$ cat src/rtl/mem_pkg.sv
// Shared definitions for the banked byte-lane memory.
package mem_pkg;

    // Controller states: INIT sweeps the array with the init value, IDLE serves requests.
    typedef enum logic {
        INIT = 1'b0,
        IDLE = 1'b1
    } state_e;

    // Access size encoding carried on req_byte.
    localparam logic ACC_WORD = 1'b0;
    localparam logic ACC_BYTE = 1'b1;

endpackage

$ cat src/rtl/byte_lane_ram.sv
// One 8-bit lane of the banked memory: synchronous write, registered read.
module byte_lane_ram #(
    parameter int unsigned DEPTH = 32,
    parameter int unsigned AW    = $clog2(DEPTH)
) (
    input  logic          clk,
    input  logic          we,
    input  logic [AW-1:0] addr,
    input  logic [7:0]    wdata,
    input  logic          re,
    output logic [7:0]    rdata
);

    // Storage is intentionally not reset; the init engine defines its contents.
    logic [7:0] mem [DEPTH];

    // Write port: one byte per cycle when enabled.
    always_ff @(posedge clk) begin
        if (we) begin
            mem[addr] <= wdata;
        end
    end

    // Read port: data registered so it lines up with the one-cycle response.
    always_ff @(posedge clk) begin
        if (re) begin
            rdata <= mem[addr];
        end
    end

endmodule

$ cat src/rtl/banked_mem.sv
// Byte-addressable memory built from DATA_W/8 byte lanes, with a power-up init engine
// and a fully pipelined single-cycle-latency request/response port.
module banked_mem #(
    parameter int unsigned       DATA_W   = 16,
    parameter int unsigned       ADDR_W   = 6,
    parameter logic [DATA_W-1:0] INIT_VAL = '0
) (
    input  logic              clk,
    input  logic              proc_rst,
    input  logic              clr,
    input  logic              req_valid,
    output logic              req_ready,
    input  logic              req_write,
    input  logic              req_byte,
    input  logic [ADDR_W-1:0] req_addr,
    input  logic [DATA_W-1:0] req_wdata,
    output logic              rsp_valid,
    output logic [DATA_W-1:0] rsp_rdata,
    output logic              rsp_err,
    output logic              busy
);

    import mem_pkg::*;

    localparam int unsigned LANES   = DATA_W / 8;
    localparam int unsigned LANE_W  = $clog2(LANES);
    localparam int unsigned WORD_AW = ADDR_W - LANE_W;
    localparam int unsigned DEPTH   = 2 ** WORD_AW;

    localparam logic [WORD_AW-1:0] LAST_IDX = WORD_AW'(DEPTH - 1);

    // Controller state and init sweep index.
    state_e             state_q, state_d;
    logic [WORD_AW-1:0] idx_q, idx_d;
    logic               in_init;

    // Request decode.
    logic [LANE_W-1:0]  req_lane;
    logic [WORD_AW-1:0] req_word;
    logic               accept;
    logic               misaligned;

    // Lane RAM controls.
    logic [WORD_AW-1:0] ram_addr;
    logic               ram_re;
    logic               lane_we    [LANES];
    logic [7:0]         lane_wdata [LANES];
    logic [7:0]         lane_rdata [LANES];

    // Response pipeline stage.
    logic               rsp_valid_q;
    logic               rsp_err_q;
    logic               rsp_read_q;
    logic               rsp_byte_q;
    logic [LANE_W-1:0]  rsp_lane_q;

    // Formatted read data.
    logic [7:0]         sel_byte;
    logic [DATA_W-1:0]  word_data;

    // ------------------------------------------------------------------
    // Controller FSM
    // ------------------------------------------------------------------

    // State register: reset restarts the init sweep from word 0.
    always_ff @(posedge clk or posedge proc_rst) begin
        if (proc_rst) begin
            state_q <= INIT;
            idx_q   <= '0;
        end else begin
            state_q <= state_d;
            idx_q   <= idx_d;
        end
    end

    // Next state: sweep to the last word then idle; clr only honoured while idle.
    always_comb begin
        state_d = state_q;
        idx_d   = idx_q;
        unique case (state_q)
            INIT: begin
                if (idx_q == LAST_IDX) begin
                    state_d = IDLE;
                end else begin
                    idx_d = idx_q + WORD_AW'(1);
                end
            end
            IDLE: begin
                if (clr) begin
                    state_d = INIT;
                    idx_d   = '0;
                end
            end
        endcase
    end

    // FSM outputs: requests are refused while initialising or while clr is asserted.
    always_comb begin
        in_init   = (state_q == INIT);
        busy      = in_init;
        req_ready = (state_q == IDLE) && !clr;
    end

    // ------------------------------------------------------------------
    // Request decode and lane steering
    // ------------------------------------------------------------------

    // Split the byte address into lane select and word index; flag unaligned word accesses.
    always_comb begin
        req_lane   = req_addr[LANE_W-1:0];
        req_word   = req_addr[ADDR_W-1:LANE_W];
        accept     = req_valid && req_ready;
        misaligned = (req_byte == ACC_WORD) && (req_lane != '0);
    end

    // Drive lane write enables/data from either the init sweep or an accepted write.
    always_comb begin
        ram_addr = in_init ? idx_q : req_word;
        ram_re   = accept && !req_write && !misaligned;
        for (int i = 0; i < LANES; i++) begin
            lane_we[i]    = 1'b0;
            lane_wdata[i] = req_wdata[7:0];
            if (in_init) begin
                lane_we[i]    = 1'b1;
                lane_wdata[i] = INIT_VAL[8*i +: 8];
            end else if (accept && req_write && !misaligned) begin
                if (req_byte == ACC_BYTE) begin
                    // Byte writes replicate wdata[7:0]; only the addressed lane is enabled.
                    lane_we[i] = (req_lane == LANE_W'(i));
                end else begin
                    lane_we[i]    = 1'b1;
                    lane_wdata[i] = req_wdata[8*i +: 8];
                end
            end
        end
    end

    for (genvar g = 0; g < LANES; g++) begin : g_lane
        byte_lane_ram #(
            .DEPTH (DEPTH),
            .AW    (WORD_AW)
        ) u_ram (
            .clk   (clk),
            .we    (lane_we[g]),
            .addr  (ram_addr),
            .wdata (lane_wdata[g]),
            .re    (ram_re),
            .rdata (lane_rdata[g])
        );
    end

    // ------------------------------------------------------------------
    // Response path
    // ------------------------------------------------------------------

    // Response stage: remembers what kind of reply the lane read data must be shaped into.
    always_ff @(posedge clk or posedge proc_rst) begin
        if (proc_rst) begin
            rsp_valid_q <= 1'b0;
            rsp_err_q   <= 1'b0;
            rsp_read_q  <= 1'b0;
            rsp_byte_q  <= 1'b0;
            rsp_lane_q  <= '0;
        end else begin
            rsp_valid_q <= accept;
            rsp_err_q   <= accept && misaligned;
            rsp_read_q  <= ram_re;
            rsp_byte_q  <= req_byte;
            rsp_lane_q  <= req_lane;
        end
    end

    // Shape read data: whole word, or the addressed byte sign-extended; zero otherwise.
    always_comb begin
        sel_byte  = '0;
        word_data = '0;
        for (int i = 0; i < LANES; i++) begin
            word_data[8*i +: 8] = lane_rdata[i];
            if (rsp_lane_q == LANE_W'(i)) begin
                sel_byte = lane_rdata[i];
            end
        end
        rsp_valid = rsp_valid_q;
        rsp_err   = rsp_err_q;
        rsp_rdata = '0;
        if (rsp_valid_q && rsp_read_q) begin
            if (rsp_byte_q == ACC_BYTE) begin
                rsp_rdata = {{(DATA_W-8){sel_byte[7]}}, sel_byte};
            end else begin
                rsp_rdata = word_data;
            end
        end
    end

    // Invariants of the port protocol.
    a_no_ready_when_busy: assert property (@(posedge clk) disable iff (proc_rst)
        busy |-> !req_ready);
    a_err_has_zero_data: assert property (@(posedge clk) disable iff (proc_rst)
        rsp_err |-> (rsp_valid && rsp_rdata == '0));

endmodule

$ cat config.mk
export PLATFORM = sky130hd
export DESIGN_NAME = banked_mem
export DESIGN_NICKNAME = d
export VERILOG_FILES = /design/src/rtl/mem_pkg.sv /design/src/rtl/byte_lane_ram.sv /design/src/rtl/banked_mem.sv
export SDC_FILE = /design/constraint.sdc
export NUM_CORES = 1
export LEC_CHECK = 0
export CORE_MARGIN = 4
export CORE_UTILIZATION = 62
export DETAILED_ROUTE_END_ITERATION = 16
export HOLD_SLACK_MARGIN = 0.12
export PLACE_DENSITY_LB_ADDON = 0.3
export SETUP_SLACK_MARGIN = 0.02
export SLEW_MARGIN = 10
export SYNTH_ARGS = -nofsm -noshare
export SYNTH_HDL_FRONTEND = slang
export SYNTH_SLANG_ARGS = --single-unit
$ cat constraint.sdc
create_clock -name clk -period 3 [get_ports clk]
set_input_delay 0.6 -clock clk [delete_from_list [all_inputs] [get_ports clk]]
set_output_delay 0.6 -clock clk [all_outputs]
set_load 0.005 [all_outputs]
==> impl_metrics.toml <==
[critical_path]
ff2ff_path_depth = 8
slowest_delay_ns = 0.50
startpoint_type = "register"
cp-end-kind = "output port"
crit_fanout = 36
worstSetupPathType = "register to output port"
r2r-start = "state_q$_DFF_PP0_"
cp_cell_sequence = "buf_6, nand2b_1, inv_1, buf_4, clkdlybuf4s50_1"
cp.arrival_ns = 2.31
cp-startpoint = "state_q$_DFF_PP0_"
slowest_stage = "clkdlybuf4s50_1"
cp.required_ns = 2.40
crit_path_end = "req_ready"
reg2reg_to = "g_lane[1].u_ram.rdata[1]$_DFFE_PP_"
reg2reg_slack_ns = 0.12

[timing]
period_share = 0.969
maxSlewViolCount = 0
maxSlewHeadroom = 0.166
tightest_slew_ns = 1.25
fin_ws_ns = 0.0936
finalCriticalPeriod_ns = 2.91
hold_ws_ns = 0.326
setup_viol = 0
finalSetupTns_ns = 0
skew_ns = 0.0208
hold_violations = 0
timing.fmax_mhz = 344
rsz0062_at_grt = "true"

[synth]
syn-num-nets = 1164
syn-cell-area_mm2 = 0.0212
ys_top_cells_by_area = "edfxtp_1 (75%), mux4_2 (10%), a22o_1 (2.1%)"
synth_edf_count = 528
yosysWarnings = 0
avgSynthCellArea_um2 = 18.7
synth.distinct_cells = 49
postSynthCellCount = 1134
synthFlopType = "edfxtp_1"
yosysTopAreaCellShare = 0.749
yosysSeqAreaShare = 0.762
ys_seq_elements = 539
yosysTopAreaCell = "edfxtp_1"
synth-async-reset-ratio = 0.0204

[pwr]
p_per_area_mw_per_mm2 = 961
ir_drop_mv = 0.572
fin_total_pwr_mw = 24.5
power_leakage_nw = 8.71

[die]
core_region_area_mm2 = 0.0336
fp.dieH_um = 193
start_util = 0.630
num_rows = 67
io_pins = 48
die_w_um = 193
die-area_mm2 = 0.0372

[clock_network]
clk_pin_slew_ns = 0.07
insertion_delay_ns = 0.59
ctsRootBufferMaster = "clkbuf_16"
htree_levels = 2
cts_buffer_depth = 3
hold_buffers = 0
cts_tree = "done"
cts.sinks = 539
numCtsBuffers = 51

[placed_design]
dpl_cell_area_mm2 = 0.0237
placed_cells = 1764
pre_cts_ws_ns = -0.260
gp_congestion = 0.940
port-buffer-count = 47
dp_hpwl_um = 35200

[route]
vias = 12600
totalWireLength_um = 54800
post_drt_wl_per_cell_um = 29.5
drt-initial-drc-count = 2235
route.detailed.drc = 0
drtPass1Iterations = 5
final_antenna_net_count = 0
post_drt_via_cell_ratio = 6.81

[global_route]
grt_pass1_vias = 12900
grt_antenna_before_repair = 1
grt_pass1_wl_um = 82700
grt-ovfl-total = 0
grt_usage = 0.307
grt_max_degree = 37

[finish]
final_util = 0.757
seq_area_mm2 = 0.0161
filler_cell_count = 1699
multi_input_area_mm2 = 0.00479
drive_gt1_frac = 0.278
fin_area_mm2 = 0.0255
fin_nets = 1399
areaGrowthSynthToFinish_pct = 20.2
final_cell_count_no_fill = 1857

[hold_path]
hp-class = "input port to async pin"

[outcome]
status = "complete, no violations"

[job]
maxCapViolations = 0
worst max-delay path: cells and delay by family, from the launching register on:
family / cells / cell delay (ns)
simple gates: 1 / 0.17
flops: 1 / 0.49
buf+inv: 4 / 1.06
cell usage in the layout, fill, tap and decap left out, drive strengths merged, types with 13 or more instances in the layout:
cell / netlist / layout
a22oi: 25 / 25
nand2b: 13 / 13
clkdlybuf4s50: 0 / 47
nand2: 39 / 39
clkinv: 0 / 14
o21ai: 79 / 79
a22o: 51 / 51
a21oi: 20 / 20
buf: 30 / 196
clkbuf: 31 / 60
edfxtp: 528 / 528
nand4: 25 / 25
nor2: 80 / 80
mux2i: 16 / 16
mux4: 94 / 94
state kept, by name (all words and copies together) (netlist names):
| signal | cells |
|---|---|
| rsp_err | 1 |
| rsp_valid | 1 |
| g_lane.u_ram.rdata | 16 |
| rsp_lane_q | 1 |
| rsp_read_q | 1 |
| state_q | 1 |
| idx_q | 5 |
| g_lane.u_ram.mem | 512 |
| rsp_byte_q | 1 |
timing repair:
action,in CTS,in global routing
buffers inserted,0,0
gates resized for setup,0,3
setup endpoints to repair,0,11
hold endpoints to repair,0,0
worst min-delay path by stage:
stage / from / end / depth (start not counted)
2_1_floorplan: proc_rst / idx_q[0]$_DFFE_PP0P_ / 1
3_3_place_gp: idx_q[4]$_DFFE_PP0P_ / idx_q[4]$_DFFE_PP0P_ / 2
3_5_place_dp: idx_q[3]$_DFFE_PP0P_ / idx_q[3]$_DFFE_PP0P_ / 1
4_1_cts: proc_rst / rsp_err$_DFF_PP0_ / 2
5_1_grt: proc_rst / rsp_valid$_DFF_PP0_ / 2
6_report: proc_rst / rsp_err$_DFF_PP0_ / 2
power breakdown:
part           switching (mW)  internal [mW]  total (mW)  leakage [nW]
sequential              0.297           9.38        9.67          5.05
combinational            4.41           3.51        7.93          2.81
clock                    2.78           4.10        6.87         0.857
layout make-up:
| class | instances | area share |
|---|---|---|
| inverters | 8 | 0.00118 |
| clock inverters | 32 | 0.0172 |
| flip-flops and latches | 539 | 0.634 |
| diodes | 1 | 0.0000983 |
| multi-input cells | 526 | 0.188 |
| clock buffers | 60 | 0.0531 |
| repair buffers | 243 | 0.0848 |
| well taps | 448 | 0.0220 |
cells in the mapped netlist, types with 3 or more instances:
| cell type | count |
|---|---|
| or2_1 | 4 |
| buf_4 | 5 |
| nor2b_1 | 7 |
| inv_1 | 7 |
| o21ai_0 | 78 |
| nand4_1 | 25 |
| nand3_1 | 7 |
| nand2b_1 | 13 |
| mux2i_1 | 16 |
| a22oi_1 | 25 |
| a22o_1 | 51 |
| buf_2 | 20 |
| dfrtp_1 | 11 |
| nor3b_1 | 5 |
| clkbuf_1 | 31 |
| nand2_1 | 39 |
| and3b_1 | 3 |
| nor2_1 | 80 |
| and3_1 | 5 |
| and2_1 | 9 |
| edfxtp_1 | 528 |
| mux4_2 | 94 |
| nor3_1 | 3 |
| a41oi_1 | 3 |
| buf_1 | 3 |
| a21oi_1 | 20 |
| a221oi_1 | 12 |
per-layer routing:
metal  global-route usage  up-vias  part of all wire
li1                     -     5130                 -
met1                0.418     6330              0.35
met2                0.485      987              0.49
met3               0.0747      192              0.12
met4                0.128        0             0.045
met5                    0        -                 0
cell families after synthesis:
logic type	share of synthesized area
AO/OA/AOI/OAI	0.0674
flip-flops	0.762
buffers and inverters	0.0150
adder cells (fa/ha/maj)	0.00118
multiplexers	0.109
AND/OR/NAND/NOR	0.0457
XOR/XNOR	0.000414
(Power assumes the default switching activity.)
